--- config.mk ---
export PLATFORM = sky130hd
export DESIGN_NAME = uno_image_tx
export DESIGN_NICKNAME = d
export VERILOG_FILES = /design/src/rtl/uno_pkg.sv /design/src/rtl/uno_clk_gen.sv /design/src/rtl/uno_image_tx.sv
export SDC_FILE = /design/constraint.sdc
export NUM_CORES = 1
export LEC_CHECK = 0
export BUFFER_PORTS_ARGS = -buffer_cell sky130_fd_sc_hd__buf_2
export CAP_MARGIN = 20
export CORE_ASPECT_RATIO = 1.1
export CORE_MARGIN = 3
export CORE_UTILIZATION = 60
export CTS_BUF_LIST = sky130_fd_sc_hd__clkbuf_8
export DETAILED_ROUTE_END_ITERATION = 7
export GPL_ROUTABILITY_DRIVEN = 0
export PLACE_DENSITY = 0.8
export SETUP_SLACK_MARGIN = 0.15
export SYNTH_ARGS = -nofsm -noshare
export SYNTH_HDL_FRONTEND = slang
export SYNTH_HIERARCHICAL = 1
export SYNTH_SLANG_ARGS = --single-unit
--- constraint.sdc ---
create_clock -name clk -period 8.6 [get_ports clk]
set_clock_uncertainty 0.05 [all_clocks]
set_input_delay 0.86 -clock clk [delete_from_list [all_inputs] [get_ports clk]]
set_output_delay 0.86 -clock clk [all_outputs]
set_load 0.1 [all_outputs]
--- src/rtl/uno_pkg.sv ---
`default_nettype none
// =============================================================================
// Module  : uno_pkg
// Brief   : Shared types and constants for the Uno serial link (TX and RX).
//           Bits per byte follow the PARITY_EN build option.
// Revision: 1.0  initial release
// =============================================================================
package uno_pkg;

    typedef enum logic [1:0] {
        IDLE     = 2'd0,
        PREFETCH = 2'd1,
        SHIFT    = 2'd2
    } unoState_t;

    localparam int UNO_CLKDIV_DEFAULT = 25;
    localparam int UNO_DATA_BITS      = 8;
`ifdef PARITY_EN
    localparam int UNO_BITS_PER_BYTE  = UNO_DATA_BITS + 1;
`else
    localparam int UNO_BITS_PER_BYTE  = UNO_DATA_BITS;
`endif

endpackage
`default_nettype wire

--- src/rtl/uno_clk_gen.sv ---
`default_nettype none
// =============================================================================
// Module  : uno_clk_gen
// Brief   : Free-running divider producing unoClk plus registered one-clk
//           strobes on its rising and falling transitions.
// Revision: 1.0  initial release
// =============================================================================
module uno_clk_gen
    import uno_pkg::*;
#(
    parameter int ClkDiv = UNO_CLKDIV_DEFAULT
) (
    input  logic clk,
    input  logic Reset,
    output logic unoClk,
    output logic riseStrobe,
    output logic fallStrobe
);

    localparam int              c_cntW   = $clog2(ClkDiv);
    localparam logic [c_cntW-1:0] c_cntMax = c_cntW'(ClkDiv - 1);

    logic [c_cntW-1:0] r_cnt;
    logic              r_unoClk;
    logic              r_rise;
    logic              r_fall;

    // Strobes are registered alongside the toggle so they coincide with the new level.
    always_ff @(posedge clk or posedge Reset) begin
        if (Reset) begin
            r_cnt    <= '0;
            r_unoClk <= 1'b0;
            r_rise   <= 1'b0;
            r_fall   <= 1'b0;
        end else begin
            r_rise <= 1'b0;
            r_fall <= 1'b0;
            if (r_cnt == c_cntMax) begin
                r_cnt    <= '0;
                r_unoClk <= ~r_unoClk;
                r_rise   <= ~r_unoClk;
                r_fall   <= r_unoClk;
            end else begin
                r_cnt <= r_cnt + 1'b1;
            end
        end
    end

    assign unoClk     = r_unoClk;
    assign riseStrobe = r_rise;
    assign fallStrobe = r_fall;

endmodule
`default_nettype wire

--- src/rtl/uno_image_tx.sv ---
`default_nettype none
// =============================================================================
// Module  : uno_image_tx
// Brief   : Bit-serial MSB-first image transmitter to the Arduino Uno.
//           Build option PARITY_EN appends an even-parity bit to every byte.
// Revision: 1.0  initial release
// =============================================================================
module uno_image_tx
    import uno_pkg::*;
#(
    parameter int MaxImageBytes = 160,
    parameter int ClkDiv        = UNO_CLKDIV_DEFAULT
) (
    input  logic        clk,
    input  logic        Reset,
    input  logic        StartFlag,
    input  logic [15:0] ByteCount,
    output logic [15:0] MemAddress,
    input  logic [7:0]  InternalMemOut,
    output logic        unoClk,
    output logic        SerialOut,
    output logic        FrameOut,
    output logic        Busy,
    output logic        DoneFlag
);

    localparam logic [15:0] c_maxBytes = 16'(MaxImageBytes);
    localparam logic [3:0]  c_lastBit  = 4'(UNO_BITS_PER_BYTE - 1);

    logic        w_riseStrobe;
    logic        w_fallStrobe;
    logic [15:0] w_clampN;

    unoState_t   r_state;
    logic [15:0] r_n;
    logic [15:0] r_byteIdx;
    logic [3:0]  r_bitCnt;
    logic [7:0]  r_shreg;
    logic [7:0]  r_hold;
    logic        r_prefetchWait;
    logic        r_finish;
    logic        r_serial;
    logic        r_frame;
    logic        r_busy;
    logic        r_done;
    logic [15:0] r_addr;
`ifdef PARITY_EN
    logic        r_parity;
`endif

    uno_clk_gen #(
        .ClkDiv(ClkDiv)
    ) u_clkGen (
        .clk       (clk),
        .Reset     (Reset),
        .unoClk    (unoClk),
        .riseStrobe(w_riseStrobe),
        .fallStrobe(w_fallStrobe)
    );

    assign w_clampN = (ByteCount > c_maxBytes) ? c_maxBytes : ByteCount;

    always_ff @(posedge clk or posedge Reset) begin
        if (Reset) begin
            r_state        <= IDLE;
            r_n            <= '0;
            r_byteIdx      <= '0;
            r_bitCnt       <= '0;
            r_shreg        <= '0;
            r_hold         <= '0;
            r_prefetchWait <= 1'b0;
            r_finish       <= 1'b0;
            r_serial       <= 1'b0;
            r_frame        <= 1'b0;
            r_busy         <= 1'b0;
            r_done         <= 1'b0;
            r_addr         <= '0;
`ifdef PARITY_EN
            r_parity       <= 1'b0;
`endif
        end else begin
            r_done <= 1'b0;
            case (r_state)
                IDLE: begin
                    if (StartFlag) begin
                        r_addr <= '0;
                        if (w_clampN == 16'd0) begin
                            r_done <= 1'b1;
                        end else begin
                            r_n            <= w_clampN;
                            r_busy         <= 1'b1;
                            r_prefetchWait <= 1'b0;
                            r_state        <= PREFETCH;
                        end
                    end
                end
                PREFETCH: begin
                    // Address 0 has been stable a full clk before the capture edge.
                    if (!r_prefetchWait) begin
                        r_prefetchWait <= 1'b1;
                    end else begin
                        r_hold    <= InternalMemOut;
                        r_addr    <= (r_n > 16'd1) ? 16'd1 : 16'd0;
                        r_bitCnt  <= '0;
                        r_byteIdx <= '0;
                        r_finish  <= 1'b0;
                        r_state   <= SHIFT;
                    end
                end
                SHIFT: begin
                    // Next byte is fetched mid-way through the first bit of the current one.
                    if (w_riseStrobe && r_bitCnt == 4'd1 && (r_byteIdx + 16'd1) < r_n) begin
                        r_hold <= InternalMemOut;
                        if (r_addr < r_n - 16'd1) begin
                            r_addr <= r_addr + 16'd1;
                        end
                    end
                    if (w_fallStrobe) begin
                        if (r_finish) begin
                            r_serial <= 1'b0;
                            r_frame  <= 1'b0;
                            r_done   <= 1'b1;
                            r_busy   <= 1'b0;
                            r_addr   <= '0;
                            r_finish <= 1'b0;
                            r_state  <= IDLE;
                        end else begin
                            r_frame <= 1'b1;
                            if (r_bitCnt == 4'd0) begin
                                r_serial <= r_hold[7];
                                r_shreg  <= {r_hold[6:0], 1'b0};
`ifdef PARITY_EN
                                r_parity <= ^r_hold;
`endif
                            end
`ifdef PARITY_EN
                            else if (r_bitCnt == 4'(UNO_DATA_BITS)) begin
                                r_serial <= r_parity;
                            end
`endif
                            else begin
                                r_serial <= r_shreg[7];
                                r_shreg  <= {r_shreg[6:0], 1'b0};
                            end
                            if (r_bitCnt == c_lastBit) begin
                                r_bitCnt <= '0;
                                if (r_byteIdx == r_n - 16'd1) begin
                                    r_finish <= 1'b1;
                                end else begin
                                    r_byteIdx <= r_byteIdx + 16'd1;
                                end
                            end else begin
                                r_bitCnt <= r_bitCnt + 4'd1;
                            end
                        end
                    end
                end
                default: r_state <= IDLE;
            endcase
        end
    end

    assign MemAddress = r_addr;
    assign SerialOut  = r_serial;
    assign FrameOut   = r_frame;
    assign Busy       = r_busy;
    assign DoneFlag   = r_done;

endmodule
`default_nettype wire

==> out/qor.yml, run 1 <==
setup_violations: 0
syn_inst: 701
slew_viol_final: 0
yosysWarnings: 6
yosys.area_share.simple_pct: 27.7
netlist_area_um2: 6100
pre_cts_slack_ns: 4.33
ctsResizeCount: 0
path_cells: "inv_1 > ha_1 > or3b_2 > nor2_1 > nand2_1 > xnor2_1 > ha_1 > a21o_1 > a21o_1 > a21oi_1 > nand4_1 > nor3_1 > and3_1 > o211ai_1"
io_buffers: 47
relSlewSlack_pct: 33.7
cp.required_ns: 8.81
rsz0062_at_grt: "no"
clkSinkCount: 83
drive_gt1_share_pct: 15.5
power_uw: 1120
grt_max_degree: 76
total_leakage_power_uw: 0.00305
finalCriticalPeriod_ns: 4.37
worstSetupStartpointType: "flop"
dieArea_um2: 11400
drt_iter0_markers: 449
overflow: 0
detail-route-antenna-nets: 0
synthTopCellsByArea: "dfrtp_1 (34%), ha_1 (8.8%), nand2_1 (4.6%), xnor2_1 (4.0%), o21ai_0 (3.4%)"
fp.coreArea_um2: 9630
vias: 5505
synth-adder-area-share_pct: 8.82
fin_ws_ns: 4.23
critPathKind: "flop to flop"
worstPathMaxFanout: 10
power_density_nw_per_um2: 171
min_period_over_period_pct: 50.8
synth_top_area_share_pct: 34.1
postCtsSetupRepairBufs: 0
viasPerCell: 6.50
synth_most_common_cell: "dfrtp_1"
rows: 37
drtPass1Iterations: 5
ir_worst_vdd_mv: 0.203
hold_buffers: 0
synth-seq-area-share_pct: 34.1
tightest_slew_ns: 0.987
hold_violations: 0
diodes: 0
grt_pass1_vias: 5237
start_util_pct: 63.3
num-nets-final: 795
synth.distinct_cells: 72
synthTopCellsByCount: "dfrtp_1 (83), nand2_1 (75), ha_1 (43), nor2_1 (43), o21ai_0 (42)"
synth_area_per_cell_um2: 8.70
yosys_most_used_dff: "dfrtp_1"
clk_latency_ns: 0.38
dpl.hpwl_mm: 11.0
synth_nets: 771
grt_pass1_wl_mm: 25.4
area_growth_pct: 7.34
drt-wirelength-per-cell_um: 17.7
status: "finished, final reports clean"
ys_ff_latch: 83
fp.dieH_um: 112
cts_tree: "yes"
synth_mux_area_share_pct: 2.05
synth_top_cell_by_area: "dfrtp_1"
ios: 48
drv_cap: 0
max_stage_delay_ns: 0.78
crit_arrival_ns: 4.58
finalSetupTns_ns: 0
min_path_type: "input pin to async pin"
fmax_mhz: 229
path_clk_slew_ns: 0.09
cpMaxStageDelayCell: "nor3_1"
cts_root_buf: "clkbuf_8"
end_kind: "flop"
synth-compound-area-share_pct: 16.9
synth_edf_count: 0
antenna_found_initial: 0
cts_buffer_depth: 2
track_usage_pct: 27.6
async_flop_share_pct: 100
synth_xor_area_share_pct: 5.76
cts-htree-levels: 3
drc_errors: 0
numCtsBuffers: 9
routed_wl_mm: 15.0
synth_top_family_by_area: "simple AND/OR/NAND/NOR gates"
die_width_um: 102
-- state kept, by name, indices dropped and copies added, names as in the netlist, 2 cells and up --
register / cells
r_hold: 8
r_n: 16
r_state: 2
r_shreg: 7
MemAddress: 16
r_byteIdx: 16
u_clkGen/r_cnt: 5
r_bitCnt: 4
-- cell type report --
| type | count | area, um^2 |
|---|---|---|
| sequential | 83 | 2080 |
| clock buffer | 10 | 138 |
| clock inverter | 6 | 65.1 |
| multi-input combinational | 549 | 3740 |
| fill | 771 | 3080 |
| tap | 117 | 146 |
| timing repair buffer | 52 | 273 |
| inverter | 30 | 113 |
-- placed cells by master, fill, tap and decap left out, types with 6 or more instances in the layout --
cell,Yosys,final
a21o_1,9,9
a21oi_1,16,16
a31oi_1,22,22
and2_1,16,16
and3_1,15,15
buf_2,3,47
clkbuf_8,0,10
dfrtp_1,83,83
ha_1,43,43
inv_1,29,29
mux2i_1,8,8
nand2_1,75,75
nand2b_1,10,10
nand3_1,40,40
nand4_1,20,20
nor2_1,43,43
nor2b_1,6,6
nor3_1,14,14
nor4_1,6,6
o211ai_1,12,12
o21ai_0,42,42
o21ai_2,10,10
o22ai_1,6,6
o311ai_0,6,6
or2_2,6,6
or3_1,8,8
or4_1,6,6
or4b_2,7,7
xnor2_1,28,28
xor2_1,7,7
-- cells by family after synthesis --
group | count (synthesis)
buffers and inverters | 69
xor gates and xnor gates | 37
muxes | 12
AOI/OAI and AO/OA | 154
adders and majority gates | 43
and+or+nand+nor | 303
DFF | 83
-- stage by stage --
stage          hold slack, ns  cell area [um^2]  instances  util, %
5_1_grt                 0.397              6550        847     68.0
2_1_floorplan           0.399              6100        701        -
4_1_cts                 0.385              6550        847     68.0
6_report                0.382              6550        847     68.0
3_5_place_dp            0.421              6340        831     65.9
3_3_place_gp            0.409              6340        831     65.9
-- power breakdown --
part	leakage, uW	internal [uW]	switching [uW]	total, uW
registers	0.00110	424	32.9	456
logic	0.00184	123	246	369
clock network	0.000108	143	154	297
-- worst paths after layout --
| check | startpoint | to | slack (ns) | cells after the start |
|---|---|---|---|---|
| setup / recovery | r_n[0]$_DFFE_PP0P_ | MemAddress[7]$_DFFE_PP0P_ | 4.23 | 14 |
| setup reg to reg | r_n[0]$_DFFE_PP0P_ | MemAddress[7]$_DFFE_PP0P_ | 4.23 | 14 |
| hold reg to reg | r_shreg[6]$_DFFE_PP0P_ | r_shreg[6]$_DFFE_PP0P_ | 0.44 | 2 |
| min in group clk | r_shreg[6]$_DFFE_PP0P_ | r_shreg[6]$_DFFE_PP0P_ | 0.44 | 2 |
| hold / removal | Reset | u_clkGen/r_cnt[0]$_DFF_PP0_ | 0.38 | 2 |
| max in group asynchronous | Reset | DoneFlag$_DFF_PP0_ | 7.15 | 3 |
-- worst max-delay path: cells and delay by family (launching register included) --
kind | cells | cell delay [ns]
adder cells (fa/ha/maj) | 2 | 0.40
AO/OA/AOI/OAI | 4 | 0.80
XOR/XNOR | 1 | 0.17
AND/OR/NAND/NOR | 6 | 2.23
buffers and inverters | 1 | 0.12
flip-flops | 1 | 0.49
-- layer usage --
metal / share of wire (%) / GRT usage [%] / wire length, um
met1: 42 / 35.0 / 6320
met2: 50 / 46.6 / 7580
met3: 5.4 / 4.39 / 807
met4: 2.0 / 11.1 / 307
met5: 0 / 0 / 0
Note: power is estimated with default switching activity, not from simulation.
==> run 2: changes to the inputs <==
ABC_AREA = 1   (was default)
CORE_UTILIZATION = 57   (was 60)
PLACE_DENSITY = 0.79   (was 0.8)
clock period = 3.6 ns   (was 8.6 ns; I/O delays follow)
==> run 2 against run 1 <==
Against the previous run: cell count up 19%; largest cell class unchanged; sequential cell count unchanged; first-iteration DRC count down 15%; clock power up 150%; critical path depth up 7; global-route usage up 0.62 points; critical endpoint is now MemAddress[10]$_DFFE_PP0P_; worst setup slack worse by 3.9 ns; core utilization down 1.0 points.
==> out/qor.yml, run 2 <==
io_buffers: 47
num-nets-final: 951
mostFrequentLayoutCell: "nand2_1"
path_cells: "ha_2 > nand2_2 > nor2_4 > nand2_2 > nor2_4 > nand2_2 > nor3_4 > buf_4 > xor2_1 > inv_1 > ha_1 > nand4_1 > inv_1 > a21oi_2 > nand3_2 > nor2_4 > buf_6 > clkbuf_16 > buf_4 > a21oi_2 > o22ai_1"
drt_iter0_markers: 383
drtPass1Iterations: 5
syn_inst: 815
rows: 38
cpMaxStageDelayCell: "dfrtp_1"
fp.dieH_um: 113
track_usage_pct: 28.2
path_clk_slew_ns: 0.10
fp.coreArea_um2: 9980
yosysWarnings: 6
fin_ws_ns: 0.288
synth_area_per_cell_um2: 7.24
cts_tree: "yes"
worstPathMaxFanout: 8
drive_gt1_share_pct: 16.4
worstSetupStartpointType: "flop"
max_stage_delay_ns: 0.41
synth_top_cell_by_area: "dfrtp_1"
cts-htree-levels: 3
synthTopCellsByCount: "nand2_1 (219), inv_1 (103), dfrtp_1 (83)"
dieArea_um2: 11600
ios: 48
slew_viol_final: 0
timing.rr.start: "r_byteIdx[1]$_DFFE_PP0P_"
overflow: 0
total_leakage_power_uw: 0.00360
fmax_mhz: 302
ys_ff_latch: 83
hold_violations: 0
power_density_nw_per_um2: 439
drv_cap: 0
min_path_type: "input pin to flop"
relSlewSlack_pct: 34.2
antenna_found_initial: 0
synth_top_area_share_pct: 35.2
crit_start: "r_byteIdx[1]$_DFFE_PP0P_"
synth_most_common_cell: "nand2_1"
synth_edf_count: 0
clk_latency_ns: 0.38
detail-route-antenna-nets: 0
crit_arrival_ns: 3.57
routed_wl_mm: 15.4
end_kind: "flop"
grt_pass1_vias: 5727
netlist_area_um2: 5900
min_period_over_period_pct: 92.0
rsz0062_at_grt: "no"
synthTopCellsByArea: "dfrtp_1 (35%), nand2_1 (14%), ha_1 (9.1%), inv_1 (6.5%), nand3_1 (6.0%)"
cts_buffer_depth: 2
hold_slack_ns: 0.151
ir_worst_vdd_mv: 0.470
vias: 5718
finalCriticalPeriod_ns: 3.31
cp.required_ns: 3.86
synth_nets: 885
clkSinkCount: 83
critPathKind: "flop to flop"
cts_root_buf: "clkbuf_8"
grt_max_degree: 38
yosys_most_used_dff: "dfrtp_1"
finalSetupTns_ns: 0
status: "finished, final reports clean"
viasPerCell: 5.68
layout_common_cells: "nand2_1 (215), inv_1 (102), dfrtp_1 (82)"
tightest_slew_ns: 0.982
async_flop_share_pct: 100
start_util_pct: 59.1
die_width_um: 103
drc_errors: 0
numCtsBuffers: 9
diodes: 0
pre_cts_slack_ns: -0.00825
dpl.hpwl_mm: 11.9
grt_pass1_wl_mm: 26.4
setup_violations: 0
min_from: "InternalMemOut[0]"
synth.distinct_cells: 44
synth-seq-area-share_pct: 35.2
area_growth_pct: 13.3
drt-wirelength-per-cell_um: 15.3
run 2: layout make-up:
type                    instances  area (um^2)
inverters                     111          417
repair buffers                 67          417
well taps                     120          150
clock buffers                   9          124
multi-input cells             609         3420
flip-flops and latches         83         2080
fillers                       823         3300
clock inverters                 7         81.3
run 2: kinds of logic after synthesis:
kind of cell / Yosys count / synth area share, %
AND/OR/NAND/NOR: 445 / 34.6
buffers and inverters: 123 / 8.33
AO/OA/AOI/OAI: 101 / 9.18
flip-flops: 83 / 35.2
adder cells (fa/ha/maj): 43 / 9.11
XOR/XNOR: 20 / 3.56
run 2: what timing repair did:
item                                    CTS  global route
endpoints found under the hold margin     8             0
buffers inserted                          1             9
pin swaps                                 0            15
cloned                                    0             1
endpoints found under the setup margin   24            24
hold buffers                              1             0
resized for setup                         4            22
run 2: routing by layer:
layer	GRT usage [%]	part of all wire, %	up-vias
met1	36.4	42	2660
met2	47.7	50	220
li1	-	-	2799
met3	3.95	6.2	39
met4	10.8	2.5	0
met5	0	0	-
run 2: metrics by stage:
stage	instances	cell area, um^2	util (%)	power, uW
2_1_floorplan	815	5900	-	1910
3_3_place_gp	978	6270	62.8	2130
3_5_place_dp	978	6270	62.8	2180
4_1_cts	996	6520	65.3	2910
5_1_grt	1006	6690	67.0	3130
6_report	1006	6690	67.0	2930
run 2: worst paths after layout:
path | cells past startpoint | slack, ns | end
worst max register to register | 21 | 0.29 | MemAddress[10]$_DFFE_PP0P_
worst min register to register | 2 | 0.44 | r_prefetchWait$_DFFE_PP0P_
worst max-delay path | 21 | 0.29 | MemAddress[10]$_DFFE_PP0P_
min in group asynchronous | 3 | 0.45 | u_clkGen/r_cnt[0]$_DFF_PP0_
worst min-delay path | 3 | 0.15 | r_hold[0]$_DFFE_PP0P_
max in group asynchronous | 4 | 2.04 | r_shreg[2]$_DFFE_PP0P_
run 2: worst max-delay path: cells and delay by family (launching register included):
kind | cells | cell delay [ns]
AO/OA/AOI/OAI | 3 | 0.33
AND/OR/NAND/NOR | 9 | 1.15
buffers and inverters | 6 | 0.65
adder cells (fa/ha/maj) | 2 | 0.51
XOR/XNOR | 1 | 0.15
flip-flops | 1 | 0.41
run 2: power by group:
group          total, uW  switching [uW]  leakage (uW)  internal, uW
logic               1120             815       0.00238           300
clock network        729             397      0.000101           332
registers           1090            67.8       0.00111          1020
==> run 3: changes to the inputs <==
REMOVE_ABC_BUFFERS = 1   (was default)
==> run 3 against run 2 <==
Against the previous run: worst setup slack lost 0.045 ns; largest power group unchanged; sequential cell count is the same; clock power up 10%; hold slack improved by 0.0092 ns; first-iteration DRC count up 1.6%; register-to-register slack worse by 0.04 ns; combinational power barely moved; non-clock buffer count shrank 7; sequential power hardly changed; via count fell by 0.52%; count of clock-buffer cells in the layout did not move; final area shrank 0.37%.
==> out/qor.yml, run 3 (synthesis results as in run 2) <==
cts_buffer_depth: 2
vias: 5688
cts-htree-levels: 3
routed_wl_mm: 15.4
drv_cap: 0
grt_max_degree: 37
hold_violations: 0
power_density_nw_per_um2: 452
cp.required_ns: 3.85
drt_iter0_markers: 389
die_width_um: 103
critPathMostFrequentCell: "nand2_2"
io_buffers: 47
status: "finished, final reports clean"
diodes: 0
detail-route-antenna-nets: 0
hold_slack_ns: 0.160
finalCriticalPeriod_ns: 3.36
cts_root_buf: "clkbuf_8"
crit_arrival_ns: 3.61
relSlewSlack_pct: 33.8
drc_errors: 0
critPathKind: "flop to flop"
finalSetupTns_ns: 0
fmax_mhz: 298
grt_pass1_vias: 5676
ir_worst_vdd_mv: 0.489
min_period_over_period_pct: 93.3
rsz0062_at_grt: "yes"
overflow: 0
final_cells: 999
path_clk_slew_ns: 0.10
min_path_type: "input pin to flop"
dp_cells: 977
drive_gt1_share_pct: 15.8
power_uw: 3010
path_cells: "ha_2 > nand2_2 > nor2_4 > nand2_2 > nor2_4 > nand2_2 > nor3_4 > nand3_2 > xor2_2 > ha_1 > nand4_1 > inv_1 > a21oi_2 > nand3_2 > nor2_4 > buf_8 > nand3_2 > nand2_2 > nand3_1 > nand2_1"
worstSetupStartpointType: "flop"
mostFrequentLayoutCell: "nand2_1"
total_leakage_power_uw: 0.00358
area_growth_pct: 12.8
rows: 38
drtPass1Iterations: 5
critPathBufInv: 2
slew_viol_final: 0
ios: 48
fp.coreArea_um2: 9980
crit_family: "simple AND/OR/NAND/NOR gates"
num-nets-final: 944
viasPerCell: 5.69
dieArea_um2: 11600
final_util_pct: 66.7
dpl.hpwl_mm: 11.4
antenna_found_initial: 0
fillers: 851
cts_tree: "yes"
drt-wirelength-per-cell_um: 15.4
setup_violations: 0
max_stage_delay_ns: 0.42
clkSinkCount: 83
numCtsBuffers: 9
worstPathMaxFanout: 8
layout_common_cells: "nand2_1 (213), inv_1 (101), dfrtp_1 (83)"
clk_latency_ns: 0.37
fp.dieH_um: 113
start_util_pct: 59.1
cpMaxStageDelayCell: "dfrtp_1"
tightest_slew_ns: 0.988
grt_pass1_wl_mm: 25.5
end_kind: "flop"
track_usage_pct: 27.2
## run 3: changes by cell type in the layout (fill, tap and decap cells not counted), moves of 2 or more
cell     delta
nand2_2     +2
buf_4       -7
inv_8       +2
nand2_1     -2
inv_6       -3
o21ai_1     +5
o21ai_0     -5
## run 3: timing repair
| item | 4_1_cts | 5_1_grt |
|---|---|---|
| pin swaps | 0 | 14 |
| setup buffers | 0 | 4 |
| hold buffers | 1 | 0 |
| setup endpoints to repair | 10 | 24 |
| hold endpoints to repair | 8 | 0 |
| resized for setup | 2 | 30 |
| cloned | 0 | 1 |
## run 3: path summary, 6_finish.rpt
check	startpoint	to	slack, ns	depth (start not counted)
max	r_byteIdx[1]$_DFFE_PP0P_	MemAddress[15]$_DFFE_PP0P_	0.24	20
min	InternalMemOut[1]	r_hold[1]$_DFFE_PP0P_	0.16	3
max reg2reg	r_byteIdx[1]$_DFFE_PP0P_	MemAddress[15]$_DFFE_PP0P_	0.24	20
min reg2reg	u_clkGen/r_cnt[0]$_DFF_PP0_	u_clkGen/r_cnt[0]$_DFF_PP0_	0.43	1
max in group asynchronous	Reset	MemAddress[15]$_DFFE_PP0P_	1.96	4
min in group asynchronous	Reset	u_clkGen/r_cnt[0]$_DFF_PP0_	0.45	3
## run 3: through the flow
stage	worst slack (ns)	instance area, um^2
2_1_floorplan	0.223	5830
3_3_place_gp	0.258	6270
3_5_place_dp	0.0698	6270
4_1_cts	0.151	6520
5_1_grt	0.0373	6660
6_report	0.243	6660
## run 3: per-layer routing
layer | up-vias | share of wire, % | GRT usage [%]
met5 | - | 0 | 0
met3 | 43 | 5.2 | 4.38
met1 | 2659 | 43 | 35.0
met4 | 0 | 3.5 | 11.4
li1 | 2784 | - | -
met2 | 202 | 49 | 45.0
## run 3: cell type report
class	count	area (um^2)	area share, %
multi-input combinational	609	3420	51.4
sequential	83	2080	31.2
inverter	111	417	6.25
timing repair buffer	60	364	5.47
tap	120	150	2.25
clock buffer	9	124	1.86
clock inverter	7	109	1.63
## run 3: power breakdown
| group | internal [uW] | switching, uW | leakage (uW) | total [uW] |
|---|---|---|---|---|
| clock | 406 | 397 | 0.000118 | 803 |
| combinational | 298 | 825 | 0.00235 | 1120 |
| sequential | 1020 | 63.3 | 0.00111 | 1080 |
| total | 1730 | 1290 | 0.00358 | 3010 |
## run 3: worst reg2reg max path, cell delays in order (launching register included)
cell and delay [ns]:
dfrtp_1 0.42, ha_2 0.22, nand2_2 0.07, nor2_4 0.12
nand2_2 0.08, nor2_4 0.13, nand2_2 0.08, nor3_4 0.23
nand3_2 0.11, xor2_2 0.20, ha_1 0.32, nand4_1 0.12
inv_1 0.08, a21oi_2 0.15, nand3_2 0.16, nor2_4 0.28
buf_8 0.17, nand3_2 0.06, nand2_2 0.08, nand3_1 0.07
nand2_1 0.11
